### src/rtl/frogger_pkg.sv
// Shared keyboard definitions for the Frogger input front-end.
// Build option: define FROG_INPUT_WASD_EN to also decode W/A/S/D as directions.
package frogger_pkg;

    localparam logic [7:0] KEY_NONE  = 8'h00;
    localparam logic [7:0] KEY_UP    = 8'h52;
    localparam logic [7:0] KEY_DOWN  = 8'h51;
    localparam logic [7:0] KEY_LEFT  = 8'h50;
    localparam logic [7:0] KEY_RIGHT = 8'h4F;
    localparam logic [7:0] KEY_W     = 8'h1A;
    localparam logic [7:0] KEY_S     = 8'h16;
    localparam logic [7:0] KEY_A     = 8'h04;
    localparam logic [7:0] KEY_D     = 8'h07;

    typedef enum logic [2:0] {DIR_NONE, DIR_UP, DIR_DOWN, DIR_LEFT, DIR_RIGHT} dir_t;
    typedef enum logic [1:0] {IDLE, DELAY, REPEAT} rpt_state_t;

    // One key slot to a direction; a slot holds a single code, so arrows
    // and WASD never compete inside the same slot.
    function automatic dir_t key_to_dir(input logic [7:0] code);
        dir_t d;
        case (code)
            KEY_UP:    d = DIR_UP;
            KEY_DOWN:  d = DIR_DOWN;
            KEY_LEFT:  d = DIR_LEFT;
            KEY_RIGHT: d = DIR_RIGHT;
`ifdef FROG_INPUT_WASD_EN
            KEY_W:     d = DIR_UP;
            KEY_S:     d = DIR_DOWN;
            KEY_A:     d = DIR_LEFT;
            KEY_D:     d = DIR_RIGHT;
`endif
            default:   d = DIR_NONE;
        endcase
        return d;
    endfunction

    // LED layout {left,up,down,right}
    function automatic logic [3:0] dir_to_led(input dir_t d);
        logic [3:0] led;
        case (d)
            DIR_LEFT:  led = 4'b1000;
            DIR_UP:    led = 4'b0100;
            DIR_DOWN:  led = 4'b0010;
            DIR_RIGHT: led = 4'b0001;
            default:   led = 4'b0000;
        endcase
        return led;
    endfunction

endpackage

### src/rtl/frame_tick_sync.sv
// Brings the VGA vsync into the Clk domain and emits a one-cycle tick per
// frame, three Clk edges after the frame_clk rising edge.
module frame_tick_sync (
    input  logic Clk,
    input  logic Reset,
    input  logic frame_clk,
    output logic tick
);

    logic [2:0] sync_q;

    // two synchroniser flops, one history flop, registered edge detect
    always_ff @(posedge Clk or posedge Reset) begin
        if (Reset) begin
            sync_q <= '0;
            tick   <= 1'b0;
        end else begin
            sync_q <= {sync_q[1:0], frame_clk};
            tick   <= sync_q[1] & ~sync_q[2];
        end
    end

endmodule

### src/rtl/frog_input_ctrl.sv
// Keyboard front-end: persistent frog selection plus frame-aligned move
// strobes with hold-to-repeat. WASD decoding is enabled by defining
// FROG_INPUT_WASD_EN (handled in frogger_pkg::key_to_dir).
module frog_input_ctrl
    import frogger_pkg::*;
#(
    parameter int         NUM_FROGS    = 3,
    parameter logic [7:0] SEL_KEY_BASE = 8'h59,
    parameter int         REPEAT_DELAY = 15,
    parameter int         REPEAT_RATE  = 4,
    localparam int        IW = (NUM_FROGS > 1) ? $clog2(NUM_FROGS) : 1,
    localparam int        CW = $clog2(((REPEAT_DELAY > REPEAT_RATE) ? REPEAT_DELAY : REPEAT_RATE) + 1)
) (
    input  logic                 Clk,
    input  logic                 Reset,
    input  logic [15:0]          keycode,
    input  logic                 frame_clk,
    input  logic [NUM_FROGS-1:0] frog_alive,
    input  logic                 game_over,
    output logic [NUM_FROGS-1:0] sel_onehot,
    output logic [IW-1:0]        sel_idx,
    output logic                 sel_valid,
    output logic                 up,
    output logic                 down,
    output logic                 left,
    output logic                 right,
    output logic [3:0]           last_dir
);

    localparam logic [CW-1:0] CNT_DELAY = CW'(REPEAT_DELAY - 1);
    localparam logic [CW-1:0] CNT_RATE  = CW'(REPEAT_RATE - 1);

    logic tick;

    frame_tick_sync u_tick (
        .Clk       (Clk),
        .Reset     (Reset),
        .frame_clk (frame_clk),
        .tick      (tick)
    );

    logic [15:0] kc_q;
    dir_t        dir_s0, key_dir;

    // keycode is registered once; all decode works off the registered copy
    always_ff @(posedge Clk or posedge Reset) begin
        if (Reset) kc_q <= '0;
        else       kc_q <= keycode;
    end

    assign dir_s0  = key_to_dir(kc_q[7:0]);
    assign key_dir = (dir_s0 != DIR_NONE) ? dir_s0 : key_to_dir(kc_q[15:8]);

    // ---------------- selection ----------------
    logic          sel_valid_q, sel_valid_n, sel_hit, sel_chg;
    logic [IW-1:0] sel_idx_q, sel_idx_n, hit_idx, wrap_idx, cand;

    // select-key hit (slot0 scanned last so it wins), and next alive frog
    // above the current one in cyclic order for when the current one dies
    always_comb begin
        sel_hit  = 1'b0;
        hit_idx  = '0;
        wrap_idx = sel_idx_q;
        cand     = '0;
        for (int k = 0; k < NUM_FROGS; k++)
            if (kc_q[15:8] == 8'(SEL_KEY_BASE + k) && frog_alive[IW'(k)]) begin
                sel_hit = 1'b1;
                hit_idx = IW'(k);
            end
        for (int k = 0; k < NUM_FROGS; k++)
            if (kc_q[7:0] == 8'(SEL_KEY_BASE + k) && frog_alive[IW'(k)]) begin
                sel_hit = 1'b1;
                hit_idx = IW'(k);
            end
        // descending offsets so the nearest alive frog is written last
        for (int i = NUM_FROGS; i >= 1; i--) begin
            cand = IW'((int'(sel_idx_q) + i) % NUM_FROGS);
            if (frog_alive[cand]) wrap_idx = cand;
        end
    end

    // next selection; everything is frozen while the game is over
    always_comb begin
        sel_idx_n   = sel_idx_q;
        sel_valid_n = sel_valid_q;
        if (!game_over) begin
            if (sel_hit) begin
                sel_idx_n   = hit_idx;
                sel_valid_n = 1'b1;
            end else if (frog_alive == '0) begin
                sel_valid_n = 1'b0;
            end else if (!sel_valid_q || !frog_alive[sel_idx_q]) begin
                sel_idx_n   = frog_alive[sel_idx_q] ? sel_idx_q : wrap_idx;
                sel_valid_n = 1'b1;
            end
        end
        sel_chg = (sel_idx_n != sel_idx_q) || (sel_valid_n != sel_valid_q);
    end

    // selection register
    always_ff @(posedge Clk or posedge Reset) begin
        if (Reset) begin
            sel_idx_q   <= '0;
            sel_valid_q <= 1'b1;
        end else begin
            sel_idx_q   <= sel_idx_n;
            sel_valid_q <= sel_valid_n;
        end
    end

    // ---------------- repeat FSM ----------------
    rpt_state_t    state_q, state_n;
    logic [CW-1:0] cnt_q, cnt_n;
    dir_t          held_q, held_n, strb_q;
    logic [3:0]    last_dir_q;
    logic          issue;

    // state register plus the strobe/last_dir registers it drives
    always_ff @(posedge Clk or posedge Reset) begin
        if (Reset) begin
            state_q    <= IDLE;
            cnt_q      <= '0;
            held_q     <= DIR_NONE;
            strb_q     <= DIR_NONE;
            last_dir_q <= '0;
        end else begin
            state_q <= state_n;
            cnt_q   <= cnt_n;
            held_q  <= held_n;
            if (game_over)  strb_q <= DIR_NONE;
            else if (tick)  strb_q <= issue ? key_dir : DIR_NONE;
            if (issue)      last_dir_q <= dir_to_led(key_dir);
        end
    end

    // next state: game over or a new frog aborts any held key immediately,
    // otherwise the FSM only moves on the frame tick
    always_comb begin
        state_n = state_q;
        cnt_n   = cnt_q;
        held_n  = held_q;
        issue   = 1'b0;
        if (game_over || sel_chg) begin
            state_n = IDLE;
        end else if (tick) begin
            case (state_q)
                IDLE: if (key_dir != DIR_NONE && sel_valid_q) begin
                    issue   = 1'b1;
                    held_n  = key_dir;
                    cnt_n   = CNT_DELAY;
                    state_n = DELAY;
                end
                DELAY, REPEAT: begin
                    if (key_dir == DIR_NONE) begin
                        state_n = IDLE;
                    end else if (key_dir != held_q) begin
                        issue   = 1'b1;
                        held_n  = key_dir;
                        cnt_n   = CNT_DELAY;
                        state_n = DELAY;
                    end else if (cnt_q == '0) begin
                        issue   = 1'b1;
                        cnt_n   = CNT_RATE;
                        state_n = REPEAT;
                    end else begin
                        cnt_n = cnt_q - CW'(1);
                    end
                end
                default: state_n = IDLE;
            endcase
        end
    end

    // outputs decoded from registered state
    always_comb begin
        up         = (strb_q == DIR_UP);
        down       = (strb_q == DIR_DOWN);
        left       = (strb_q == DIR_LEFT);
        right      = (strb_q == DIR_RIGHT);
        sel_onehot = '0;
        if (sel_valid_q) sel_onehot[sel_idx_q] = 1'b1;
    end

    assign sel_idx   = sel_idx_q;
    assign sel_valid = sel_valid_q;
    assign last_dir  = last_dir_q;

endmodule

### config.mk
export PLATFORM = sky130hd
export DESIGN_NAME = frog_input_ctrl
export DESIGN_NICKNAME = d
export VERILOG_FILES = /design/src/rtl/frogger_pkg.sv /design/src/rtl/frame_tick_sync.sv /design/src/rtl/frog_input_ctrl.sv
export SDC_FILE = /design/constraint.sdc
export NUM_CORES = 1
export LEC_CHECK = 0
export BUFFER_PORTS_ARGS = -buffer_cell sky130_fd_sc_hd__buf_2
export CAP_MARGIN = 40
export CORE_UTILIZATION = 40
export DETAILED_ROUTE_END_ITERATION = 12
export GPL_ROUTABILITY_DRIVEN = 1
export GPL_TIMING_DRIVEN = 0
export PLACE_DENSITY_LB_ADDON = 0.1
export RECOVER_POWER = 100
export SYNTH_ARGS = -nofsm -noshare
export SYNTH_HDL_FRONTEND = slang
export SYNTH_SLANG_ARGS = --single-unit
### constraint.sdc
create_clock -name Clk -period 3.51 [get_ports Clk]
set_clock_uncertainty 0.1 [all_clocks]
set_input_delay 0.1755 -clock Clk [delete_from_list [all_inputs] [get_ports Clk]]
set_output_delay 0.1755 -clock Clk [all_outputs]
set_load 0.05 [all_outputs]
[Word level (Yosys, flattened, before mapping)]
Index checks and enable logic that the tools add are counted.
Storage, ports and cells
  register bits after elaboration: 39
  input port bits: 23
  output and inout port bits: 14
  logic and storage cells: 139
Operators by class
  $add $sub $neg: 4
  div/mod/pow operators: 3
  magnitude comparators: 5
  eq/ne operators: 30
  muxes and demuxes: 60
  bitwise logic cells: 3
  reduce and logical (&&, ||, !) cells: 24
Operator list (number)
  $eq 8x7->1 const B: 12
  $mod 32x3->32 const B: 3
  $mux 2: 16
  $mux 3: 8
  $pmux 3 s4: 2
  $mux 1: 20
  $mux 4: 4
  $pmux 4 s4: 1
  $eq 3x2->1 const B: 4
  $lt 2x3->1 const B: 4
  $bmux 1 s2: 4
  $pmux 4 s2: 1
  $add 2x2->3 const B: 2
  $eq 3x1->1 const B: 2
  $eq 3x3->1 const B: 2
  $logic_and 1x1->1: 6
  $logic_not 3->1: 2
  $ne 2x2->1 const B: 3
  $pmux 3 s2: 1
  $reduce_and 6->1: 1
  $reduce_bool 2->1: 3
  $reduce_bool 3->1: 2
  $ne 5x5->1 const B: 1
  $reduce_and 5->1: 1
  other kinds (20): 24

[Longest topological paths before layout]
Gate-level depths: netlist of the first run.
  depth after elaboration: 19
  depth in mapped cells: 11
  mapped depth without buffers: 9

[Cells and area by module]
From an unflattened synthesis of the first run, not the netlist that was laid out.
Second synthesis, totals
  cells, all modules: 223
  area total of the unflattened synthesis: 2227.1 µm²
Modules (own cells, without submodules)
  frog_input_ctrl: times used 1, cells each 217, area an instance 2109.5 µm²
  frame_tick_sync: times used 1, cells each 6, area an instance 117.6 µm²

[Least setup slack after synthesis of the first run]
Ideal clock, no wire load.
  path type: reg-to-reg
  start: register sel_idx_q[0], in the netlist sel_idx[0]
  end: register last_dir_q[0], in the netlist last_dir[0]
  library setup time: 125 ps
  arrival time: 3285 ps
  required time: 3285 ps
  path slack: 0 ps
  cell stages (with the launch flop): 11
  clock period less this slack: 3510 ps
  path through: dfrtp_1 inv_1 ha_1 clkbuf_1 nand2b_1 a22oi_1 o221a_2 o211ai_1 o211ai_4 nor4_4 mux2_4
On the way
  longest elaborated chain between the ends: 16
  elaborated cells between the ends (all ways): 33
  classes of those cells: add/sub: 3; div: 3; eq/ne: 2; mux: 21; reduce/logical: 4
Ends and longest elaborated chain
  start: declaration: RTL line frog_input_ctrl.sv:56  | logic [IW-1:0] sel_idx_q, sel_idx_n, hit_idx, wrap_idx, cand;
  start signal: assignment: RTL line frog_input_ctrl.sv:106  | sel_idx_q <= sel_idx_n;
  $add 2x2->3: RTL line frog_input_ctrl.sv:77  | cand = IW'((int'(sel_idx_q) + i) % NUM_FROGS);
  $mod 32x3->32: RTL line frog_input_ctrl.sv:77
  $bmux 1 s2: RTL line frog_input_ctrl.sv:78  | if (frog_alive[cand]) wrap_idx = cand;
  $mux 1 (not written as such): RTL line frog_input_ctrl.sv:78
  $mux 2 (3 in series): RTL line frog_input_ctrl.sv:78
  $mux 2: RTL line frog_input_ctrl.sv:93  | sel_idx_n = frog_alive[sel_idx_q] ? sel_idx_q : wrap_idx;
  $mux 2: RTL line frog_input_ctrl.sv:92  | end else if (!sel_valid_q || !frog_alive[sel_idx_q]) begin
  $mux 2: RTL line frog_input_ctrl.sv:90  | end else if (frog_alive == '0) begin
  $mux 2: RTL line frog_input_ctrl.sv:87  | if (sel_hit) begin
  $mux 2: RTL line frog_input_ctrl.sv:86  | if (!game_over) begin
  $ne 2x2->1: RTL line frog_input_ctrl.sv:97  | sel_chg = (sel_idx_n != sel_idx_q) || (sel_valid_n != sel_valid_q);
  $logic_or 1x1->1 (*): RTL line frog_input_ctrl.sv:97
  $logic_or 1x1->1 (*): RTL line frog_input_ctrl.sv:143  | if (game_over || sel_chg) begin
  $mux 1 (*): RTL line frog_input_ctrl.sv:143
  end signal: assignment: RTL line frog_input_ctrl.sv:132  | if (issue) last_dir_q <= dir_to_led(key_dir);
  end: declaration: RTL line frog_input_ctrl.sv:115  | logic [3:0] last_dir_q;
Every way passes the cells marked *; elsewhere a longest branch is shown, timed or not. The select of a mux whose other input is x is not followed.
A chain may end at the register's enable or synchronous reset.

[Final worst setup path of the first run]
  start: register sel_idx_q[1], in the netlist sel_idx[1]
  end: register last_dir_q[2], in the netlist last_dir[2]
The elaborated chain is that of the path after synthesis.

==> results.py, run 1 <==
metrics = {
    "run_status": {
        "status": "complete, no violations",
    },
    "die": {
        "start_util_pct": 42.4,
        "die_w_um": 82.4,
        "num_rows": 28,
        "core_sq_um": 6100,
        "die-area_sq_um": 6790,
        "io_pins": 37,
        "die_h_um": 82.4,
    },
    "clock_tree": {
        "clk_path_buf_depth": 2,
        "cts_made_buffers": 5,
        "cts_tree": "yes",
        "cts-root-buf": "clkbuf_8",
        "cts_max_level": 2,
        "clk_latency_ps": 290,
        "clk_pin_slew_ps": 80,
        "clock_sinks": 39,
    },
    "critical_path": {
        "cp_slowest_cell": "mux2i_4",
        "crit_chain": "buf_2 -> inv_1 -> ha_1 -> clkbuf_1 -> mux2_1 -> nand2_1 -> nand3_1 -> o211ai_2 -> mux2i_4 -> nor4_4 -> buf_4 -> mux2_4",
        "arrival_ps": 3360,
        "worstPathRequired_ps": 3590,
        "path_max_fanout": 10,
        "crit_path_end_kind": "register",
        "cp-start-kind": "register",
        "rrSetupSlack_ps": 240,
        "max_stage_delay_ps": 450,
        "crit_type": "reg2reg",
    },
    "finish": {
        "antenna_cells": 0,
        "post-route-util_pct": 51.5,
        "drive_gt1_share_pct": 21.6,
        "fill_cells": 612,
        "design_area_sq_um": 3140,
        "area_growth_pct": 21.4,
        "nNetsFinal": 347,
    },
    "global_routing": {
        "grt_pass1_wl_um": 9450,
        "gr-usage-all-layers_pct": 18.7,
        "grt_pass1_vias": 1983,
        "antenna_found_initial": 0,
        "grt-ovfl-total": 0,
        "grt_max_degree": 40,
    },
    "detailed_routing": {
        "num_vias": 2158,
        "vias_per_cell": 5.48,
        "drtIter0Drc": 106,
        "ant_nets": 0,
        "routedWlPerCell_um": 14.7,
        "drt_pass1_iterations": 5,
        "wirelength_um": 5790,
        "drc_errors": 0,
    },
    "timing": {
        "setup_violations": 0,
        "tightest_slew_ps": 1460,
        "finalCriticalPeriod_ps": 3270,
        "final.period_utilization_pct": 93.3,
        "finalSetupTns_ps": 0,
        "hold_viol_final": 0,
        "finalMaxSlewViolations": 0,
        "rsz0062_at_grt": "no",
        "slew_headroom_pct": 2.71,
        "max_freq_mhz": 305,
        "fin_ws_ps": 235,
    },
    "logic_synthesis": {
        "syn-instance-count": 256,
        "ys_warn_count": 0,
        "synthTopCellsByCount": "38 x dfrtp_1, 21 x inv_1, 21 x nand2_1",
        "synth_area_per_cell_sq_um": 10.1,
        "synthTopCellsByArea": "dfrtp_1 37%, inv_1 3.0%, nand2_1 3.0%, ha_1 2.9%, mux2_1 2.6%",
        "synth.most_common_cell": "dfrtp_1",
        "seq_area_frac_synth_pct": 37.8,
        "synth.ff_latch_count": 39,
        "yosys.area.top_type": "dfrtp_1",
        "synthFlopType": "dfrtp_1",
        "synth_edf_count": 0,
        "synth_area_sq_um": 2590,
        "synth_top_area_share_pct": 36.8,
        "yosys.cell_types.count": 69,
        "syn_nets": 285,
        "async_reset_ff_share_pct": 100,
    },
    "pwr": {
        "power_per_cell_area_nw_per_um2": 481,
        "worst_ir_drop_vdd_mv": 0.389,
        "power_leakage_nw": 1.35,
        "power_mw": 1.51,
    },
    "placement": {
        "place_congestion": 0.839,
        "placed_area_sq_um": 2860,
        "dp_hpwl_um": 4070,
        "io_buffers": 36,
        "dp_slack_ps": -85.4,
    },
    "worst_hold_path": {
        "hp-class": "in2reg",
    },
    "run": {
        "maxCapViolCount": 0,
    },
}
[layer usage]
| metal | share of wire (%) | track usage (%) | vias to the layer above | routed length [um] |
|---|---|---|---|---|
| met2 | 46 | 29.7 | 46 | 2640 |
| met3 | 3.1 | 3.52 | 8 | 177 |
| met5 | 0 | 0 | - | 0 |
| met1 | 50 | 25.7 | 1028 | 2900 |
| li1 | - | - | 1076 | - |
| met4 | 1.1 | 5.79 | 0 | 66 |
[critical path, delay by kind of cell, from the launching register on]
family          cells  cell delay, ps
mux                 3            1100
simple gates        3             260
compound gates      1             310
fa+ha+maj           1             170
buf+inv             4             810
flops               1             400
[sequential cells by signal, summed over array words and instances, names as in the netlist]
register / cells
kc_q: 16
cnt_q: 4
last_dir: 4
held_q: 3
strb_q: 3
u_tick.sync_q: 3
sel_idx: 2
state_q: 2
sel_valid: 1
u_tick.tick: 1
[cell usage in the layout (no fill, tap or decap), types with 4 or more instances in the layout]
master          n
nor2b_1         6
mux2_1          6
buf_2          25
nand2_1        21
clkbuf_8        6
nor4_2          4
dlygate4sd3_1  18
dfrtp_1        37
inv_1          21
nand3b_1        4
and2_1          5
nor2_1          8
nand2b_1        9
nor3b_1         6
o22ai_1         4
mux2_4          4
nand3_1         8
a21oi_1         6
clkbuf_1       19
ha_1            6
or3_1           4
nor4_1          8
nor3_1          4
o21ai_0         7
o211ai_1        4
[layout make-up]
type | instances | area [sq um] | share of cell area, %
Sequential cell | 39 | 978 | 31.1
Buffer | 8 | 32.5 | 1.04
Tap cell | 75 | 93.8 | 2.99
Inverter | 22 | 82.6 | 2.63
Multi-Input combinational cell | 186 | 1500 | 47.6
Timing Repair Buffer | 56 | 359 | 11.4
Clock buffer | 6 | 82.6 | 2.63
Clock inverter | 2 | 16.3 | 0.518
[cells by family (layout without fill, tap and decap cells)]
logic type,Yosys count,after routing,synth area share [%]
DFF,39,39,37.8
buffers and inverters,31,94,4.59
xor gates and xnor gates,4,4,2.22
AOI/OAI and AO/OA,52,52,18.0
adders and majority gates,6,6,2.90
muxes,16,16,7.98
and+or+nand+nor,108,108,26.5
[final timing paths]
check,startpoint,endpoint,cells after the start
max reg2reg,sel_idx[1],last_dir[2],12
min in group asynchronous,Reset,u_tick.tick,3
min,game_over,sel_idx[1],2
max in group asynchronous,Reset,sel_idx[0],3
max,sel_idx[1],last_dir[2],12
min reg2reg,u_tick.sync_q[0],u_tick.sync_q[1],0
[per-stage QoR]
stage	cells	hold WS (ps)
2_1_floorplan	256	107
3_3_place_gp	367	183
3_5_place_dp	367	185
4_1_cts	395	68.9
5_1_grt	394	67.0
6_report	394	69.3
[power breakdown]
| part | switching [mW] | internal, mW |
|---|---|---|
| logic | 0.417 | 0.253 |
| registers | 0.0310 | 0.479 |
| clock network | 0.169 | 0.160 |
[repair_timing]
action,CTS,global route
hold buffers,18,0
buffers inserted,2,0
resized for setup,0,1
setup endpoints to repair,4,7
hold endpoints to repair,55,0
pin swaps,1,0
No activity file was read; power rests on OpenSTA's default activity.
==> inputs of run 2 (changes only) <==
--- a/config.mk
+++ b/config.mk
@@ -8,4 +8,5 @@
 export BUFFER_PORTS_ARGS = -buffer_cell sky130_fd_sc_hd__buf_2
 export CAP_MARGIN = 40
+export CORE_ASPECT_RATIO = 0.8
 export CORE_UTILIZATION = 40
 export DETAILED_ROUTE_END_ITERATION = 12
--- a/constraint.sdc
+++ b/constraint.sdc
@@ -3,3 +3,3 @@
 set_input_delay 0.1755 -clock Clk [delete_from_list [all_inputs] [get_ports Clk]]
 set_output_delay 0.1755 -clock Clk [all_outputs]
-set_load 0.05 [all_outputs]
+set_load 0.02 [all_outputs]
==> run 2 against run 1 <==
  * Hold slack got worse by 24 ps
  * Total power fell by 3.1%
  * Sequential share of layout area shrank 0.20 points
  * Global-route usage fell by 0.78 points
  * Non-clock buffer count increased by 2
  * Wire length fell by 3.5%
  * Critical path type unchanged
  * Largest power group unchanged
==> results.py, run 2 (synthesis results as in run 1) <==
metrics = {
    "timing": {
        "finalMaxSlewViolations": 0,
        "hold_viol_final": 0,
        "finalCriticalPeriod_ps": 3340,
        "setup_violations": 0,
        "final.period_utilization_pct": 95.3,
        "max_freq_mhz": 299,
        "finalSetupTns_ps": 0,
        "slew_headroom_pct": 4.23,
        "whs_ps": 45.3,
        "tightest_slew_ps": 1430,
        "rsz0062_at_grt": "no",
    },
    "global_routing": {
        "antenna_found_initial": 0,
        "use_met3_pct": 3.48,
        "grt-ovfl-total": 0,
        "grt_max_degree": 40,
        "grt_use_met1_pct": 24.6,
        "gr-usage-all-layers_pct": 17.9,
        "grt_pass1_wl_um": 9410,
        "grtUsageMet2_pct": 28.7,
        "grt_pass1_vias": 2008,
        "busiest_layer": "met2",
    },
    "run_status": {
        "status": "complete, no violations",
    },
    "detailed_routing": {
        "num_vias": 2149,
        "vias_per_cell": 5.35,
        "routedWlPerCell_um": 13.9,
        "drtIter0Drc": 130,
        "wirelength_um": 5590,
        "drt_pass1_iterations": 4,
        "ant_nets": 0,
        "drc_errors": 0,
    },
    "critical_path": {
        "cp-endpoint": "last_dir[3]",
        "crit_type": "reg2reg",
        "worstPathRequired_ps": 3590,
        "ff2ff_path_depth": 13,
        "cp-start-kind": "register",
        "path_max_fanout": 9,
        "r2r-start": "sel_idx[1]",
        "arrival_ps": 3420,
        "r2r_end": "last_dir[3]",
        "rrSetupSlack_ps": 170,
        "crit_path_start": "sel_idx[1]",
        "crit_path_end_kind": "register",
    },
    "clock_tree": {
        "clk_latency_ps": 290,
        "clk_pin_slew_ps": 80,
        "cts_max_level": 2,
        "clock_sinks": 39,
        "cts_made_buffers": 5,
        "cts_tree": "yes",
        "clk_path_buf_depth": 2,
        "cts-root-buf": "clkbuf_8",
    },
    "pwr": {
        "power_mw": 1.46,
        "worst_ir_drop_vdd_mv": 0.223,
        "power_per_cell_area_nw_per_um2": 463,
        "power_leakage_nw": 1.36,
    },
    "worst_hold_path": {
        "hp-class": "in2reg",
        "whs_path_depth": 2,
    },
    "placement": {
        "dp.cells": 373,
        "io_buffers": 36,
        "dp_hpwl_um": 4150,
        "place_congestion": 0.801,
    },
    "die": {
        "num_rows": 25,
        "die_w_um": 91.9,
        "die_h_um": 73.9,
        "core_sq_um": 6070,
        "start_util_pct": 42.6,
        "die-area_sq_um": 6800,
        "io_pins": 37,
    },
    "finish": {
        "largest_reg_flops": 16,
        "fill_cells": 583,
        "antenna_cells": 0,
        "multi_input_area_sq_um": 1500,
        "top_register": "kc_q",
        "area_growth_pct": 22.2,
        "ff_latch_area_sq_um": 978,
        "final_cells": 402,
        "final_common_cell": "dfrtp_1",
        "most-common-layout-cells": "37 x dfrtp_1, 28 x buf_2, 21 x nand2_1, 21 x inv_1, 18 x dlygate4sd3_1",
        "drive_gt1_share_pct": 22.7,
        "post-route-util_pct": 52.1,
        "nNetsFinal": 349,
    },
    "run": {
        "maxCapViolCount": 0,
    },
}
## run 2: repair_timing
item | CTS | global route
hold buffers | 18 | 0
buffers inserted | 1 | 2
endpoints found under the setup margin | 4 | 7
cloned | 0 | 0
resized for setup | 1 | 3
hold endpoints to repair | 55 | 0
pin swaps | 1 | 1
## run 2: worst max-delay path: stages, from the launching register on
cell and delay, ps:
dfrtp_1 380, buf_2 240, inv_1 110, ha_1 280, clkbuf_1 330, nand2b_1 210
a22oi_1 80, o221a_2 290, o211ai_1 170, buf_4 160, o211ai_4 140, nor4_4 240
buf_4 190, mux2_4 310
## run 2: worst min path at each step
stage	startpoint	end
2_1_floorplan	keycode[0]	kc_q[0]
3_3_place_gp	keycode[5]	kc_q[5]
3_5_place_dp	keycode[2]	kc_q[2]
4_1_cts	game_over	sel_idx[1]
5_1_grt	game_over	sel_idx[1]
6_report	game_over	sel_idx[1]
## run 2: where the power goes
part           switching (mW)  total [mW]  internal (mW)
sequential             0.0302       0.509          0.479
combinational           0.368       0.631          0.263
clock                   0.162       0.322          0.160
## run 2: per-layer routing
| metal | vias to the layer above | wire length [um] |
|---|---|---|
| li1 | 1077 | - |
| met1 | 1026 | 2890 |
| met2 | 38 | 2460 |
| met3 | 8 | 166 |
| met4 | 0 | 70 |
| met5 | - | 0 |
## run 2: through the flow
stage | setup slack, ps | instance area, sq um
after detailed placement | -140 | 2870
after CTS | 93.0 | 3160
after global routing | 18.2 | 3160
after floorplan | 243 | 2590
final | 165 | 3160
after global placement | -172 | 2870
## run 2: area by class of cell
type	instances	share of cell area, %
Inverter	22	2.61
Sequential cell	39	30.9
Multi-Input combinational cell	186	47.3
Clock inverter	2	0.514
Buffer	9	1.19
Clock buffer	6	2.61
Tap cell	81	3.21
Timing Repair Buffer	57	11.6
==> inputs of run 3 (changes only) <==
CELL_PAD_IN_SITES_DETAIL_PLACEMENT = 0   (was unset)
CELL_PAD_IN_SITES_GLOBAL_PLACEMENT = 1   (was unset)
==> run 3 against run 2 <==
  * Total power grew 4.0%
  * Global-route usage grew 0.53 points
  * Highest routed layer unchanged
  * Via count is 0.28% higher
==> results.py, run 3 (synthesis results as in run 1) <==
metrics = {
    "timing": {
        "final.period_utilization_pct": 92.3,
        "finalCriticalPeriod_ps": 3240,
        "hold_viol_final": 0,
        "max_freq_mhz": 309,
        "tightest_slew_ps": 1420,
        "fin_ws_ps": 269,
        "slew_headroom_pct": 5.48,
        "whs_ps": 50.9,
        "finalMaxSlewViolations": 0,
        "setup_violations": 0,
        "finalSetupTns_ps": 0,
        "rsz0062_at_grt": "no",
    },
    "detailed_routing": {
        "drtIter0Drc": 133,
        "met2_length_um": 2510,
        "wirelength_um": 5720,
        "dr.max_layer_used": "met4",
        "routedWlPerCell_um": 14.3,
        "drc_errors": 0,
        "vias_per_cell": 5.39,
        "drt_pass1_iterations": 4,
        "dr_wl_met3_um": 184,
        "wl_met1_um": 2950,
        "ant_nets": 0,
        "num_vias": 2155,
    },
    "die": {
        "die_h_um": 73.9,
        "num_rows": 25,
        "core_sq_um": 6070,
        "die-area_sq_um": 6800,
        "io_pins": 37,
        "start_util_pct": 42.6,
        "die_w_um": 91.9,
    },
    "critical_path": {
        "max_stage_delay_ps": 450,
        "crit_chain": "buf_2 -> inv_1 -> ha_1 -> nand2b_1 -> a31oi_1 -> nand4_1 -> o211ai_2 -> mux2i_4 -> nor4_4 -> buf_4 -> mux2_1",
        "cp-start-kind": "register",
        "crit_type": "reg2reg",
        "arrival_ps": 3320,
        "worstPathRequired_ps": 3590,
        "path_max_fanout": 9,
        "cp_slowest_cell": "mux2i_4",
        "crit_path_end_kind": "register",
    },
    "pwr": {
        "worst_ir_drop_vdd_mv": 0.245,
        "power_leakage_nw": 1.36,
        "combPwrFrac_pct": 41.2,
        "p_int_mw": 0.954,
        "power_switching_mw": 0.568,
        "power_per_cell_area_nw_per_um2": 484,
        "clkPwrFrac_pct": 25.4,
        "seqPwrFrac_pct": 33.5,
        "p_sw_share_pct": 37.3,
    },
    "run_status": {
        "status": "complete, no violations",
    },
    "clock_tree": {
        "clk_pin_slew_ps": 90,
        "clock_sinks": 39,
        "cts_made_buffers": 5,
        "clk_latency_ps": 300,
        "clk_path_buf_depth": 2,
        "cts_max_level": 2,
        "cts_tree": "yes",
        "cts-root-buf": "clkbuf_8",
    },
    "finish": {
        "drive_gt1_share_pct": 20.7,
        "post-route-util_pct": 51.9,
        "fill_cells": 564,
        "top_register": "kc_q",
        "nNetsFinal": 347,
        "antenna_cells": 0,
        "most-common-layout-cells": "37 x dfrtp_1, 26 x buf_2, 21 x nand2_1, 21 x inv_1, 18 x dlygate4sd3_1",
        "largest_reg_flops": 16,
        "area_growth_pct": 21.6,
        "final_common_cell": "dfrtp_1",
    },
    "placement": {
        "io_buffers": 36,
        "place_congestion": 0.792,
        "dp_slack_ps": -193,
        "dp_hpwl_um": 4240,
    },
    "global_routing": {
        "antenna_found_initial": 0,
        "grt_pass1_vias": 1999,
        "gr-usage-all-layers_pct": 18.4,
        "grt_max_degree": 40,
        "grt-ovfl-total": 0,
        "grt_pass1_wl_um": 9720,
    },
    "worst_hold_path": {
        "hp-class": "in2reg",
    },
    "run": {
        "maxCapViolCount": 0,
    },
}
-- run 3: cell types whose count changed in the layout (fill, tap and decap cells not counted) --
| cell | before | now |
|---|---|---|
| and2_0 | 2 | 0 |
| and2_1 | 3 | 5 |
| buf_2 | 28 | 26 |
| bufinv_16 | 0 | 1 |
| clkbuf_8 | 6 | 5 |
| clkinv_4 | 1 | 0 |
| inv_6 | 0 | 1 |
| mux2_1 | 6 | 10 |
| mux2_4 | 4 | 0 |
| nor4_1 | 8 | 9 |
| nor4_2 | 4 | 3 |
-- run 3: final timing paths --
check,from,to,slack [ps],cells after the start
worst min-delay path,game_over,sel_idx[1],50,2
max in group asynchronous,Reset,sel_idx[0],1660,3
min in group asynchronous,Reset,kc_q[3],730,3
worst min register to register,u_tick.sync_q[0],u_tick.sync_q[1],260,0
worst max-delay path,sel_idx[1],last_dir[0],270,11
worst max register to register,sel_idx[1],last_dir[0],270,11
-- run 3: final cells by class --
class / count / area (sq um) / share of cell area [%]
Clock buffer: 5 / 68.8 / 2.19
Sequential cell: 39 / 978 / 31.1
Timing Repair Buffer: 56 / 360 / 11.5
Inverter: 22 / 82.6 / 2.62
Buffer: 8 / 33.8 / 1.07
Clock inverter: 3 / 46.3 / 1.47
Multi-Input combinational cell: 186 / 1480 / 46.9
Tap cell: 81 / 101 / 3.22
-- run 3: per-layer routing --
metal	vias to the layer above	track usage (%)
li1	1077	-
met1	1024	25.8
met2	47	28.8
met3	7	4.19
met4	0	5.73
met5	-	0
-- run 3: worst max-delay path, delay by kind of cell, from the launching register on --
kind / cells / cell delay (ps)
buf+inv: 3 / 540
mux: 2 / 760
simple gates: 3 / 440
fa+ha+maj: 1 / 410
flops: 1 / 380
compound gates: 2 / 470
-- run 3: per-stage QoR --
step | cells | total power, mW | cell area [sq um]
3_3_place_gp | 373 | 1.12 | 2870
2_1_floorplan | 256 | 0.980 | 2590
6_report | 400 | 1.52 | 3150
3_5_place_dp | 373 | 1.12 | 2870
4_1_cts | 400 | 1.53 | 3180
5_1_grt | 400 | 1.63 | 3150
-- run 3: repair_timing --
item / CTS / global route
cloned: 0 / 0
endpoints found under the setup margin: 8 / 7
setup buffers: 1 / 1
hold buffers: 18 / 0
hold endpoints to repair: 55 / 0
gates resized for setup: 2 / 2
pin swaps: 1 / 1
-- run 3: power groups by stage --
stage,clock [mW],sequential [mW],combinational (mW)
finish,0.386,0.509,0.627
global route,0.420,0.515,0.692
CTS,0.397,0.510,0.623
detailed placement,0,0.518,0.601
global placement,0,0.516,0.599
floorplan,0,0.522,0.458
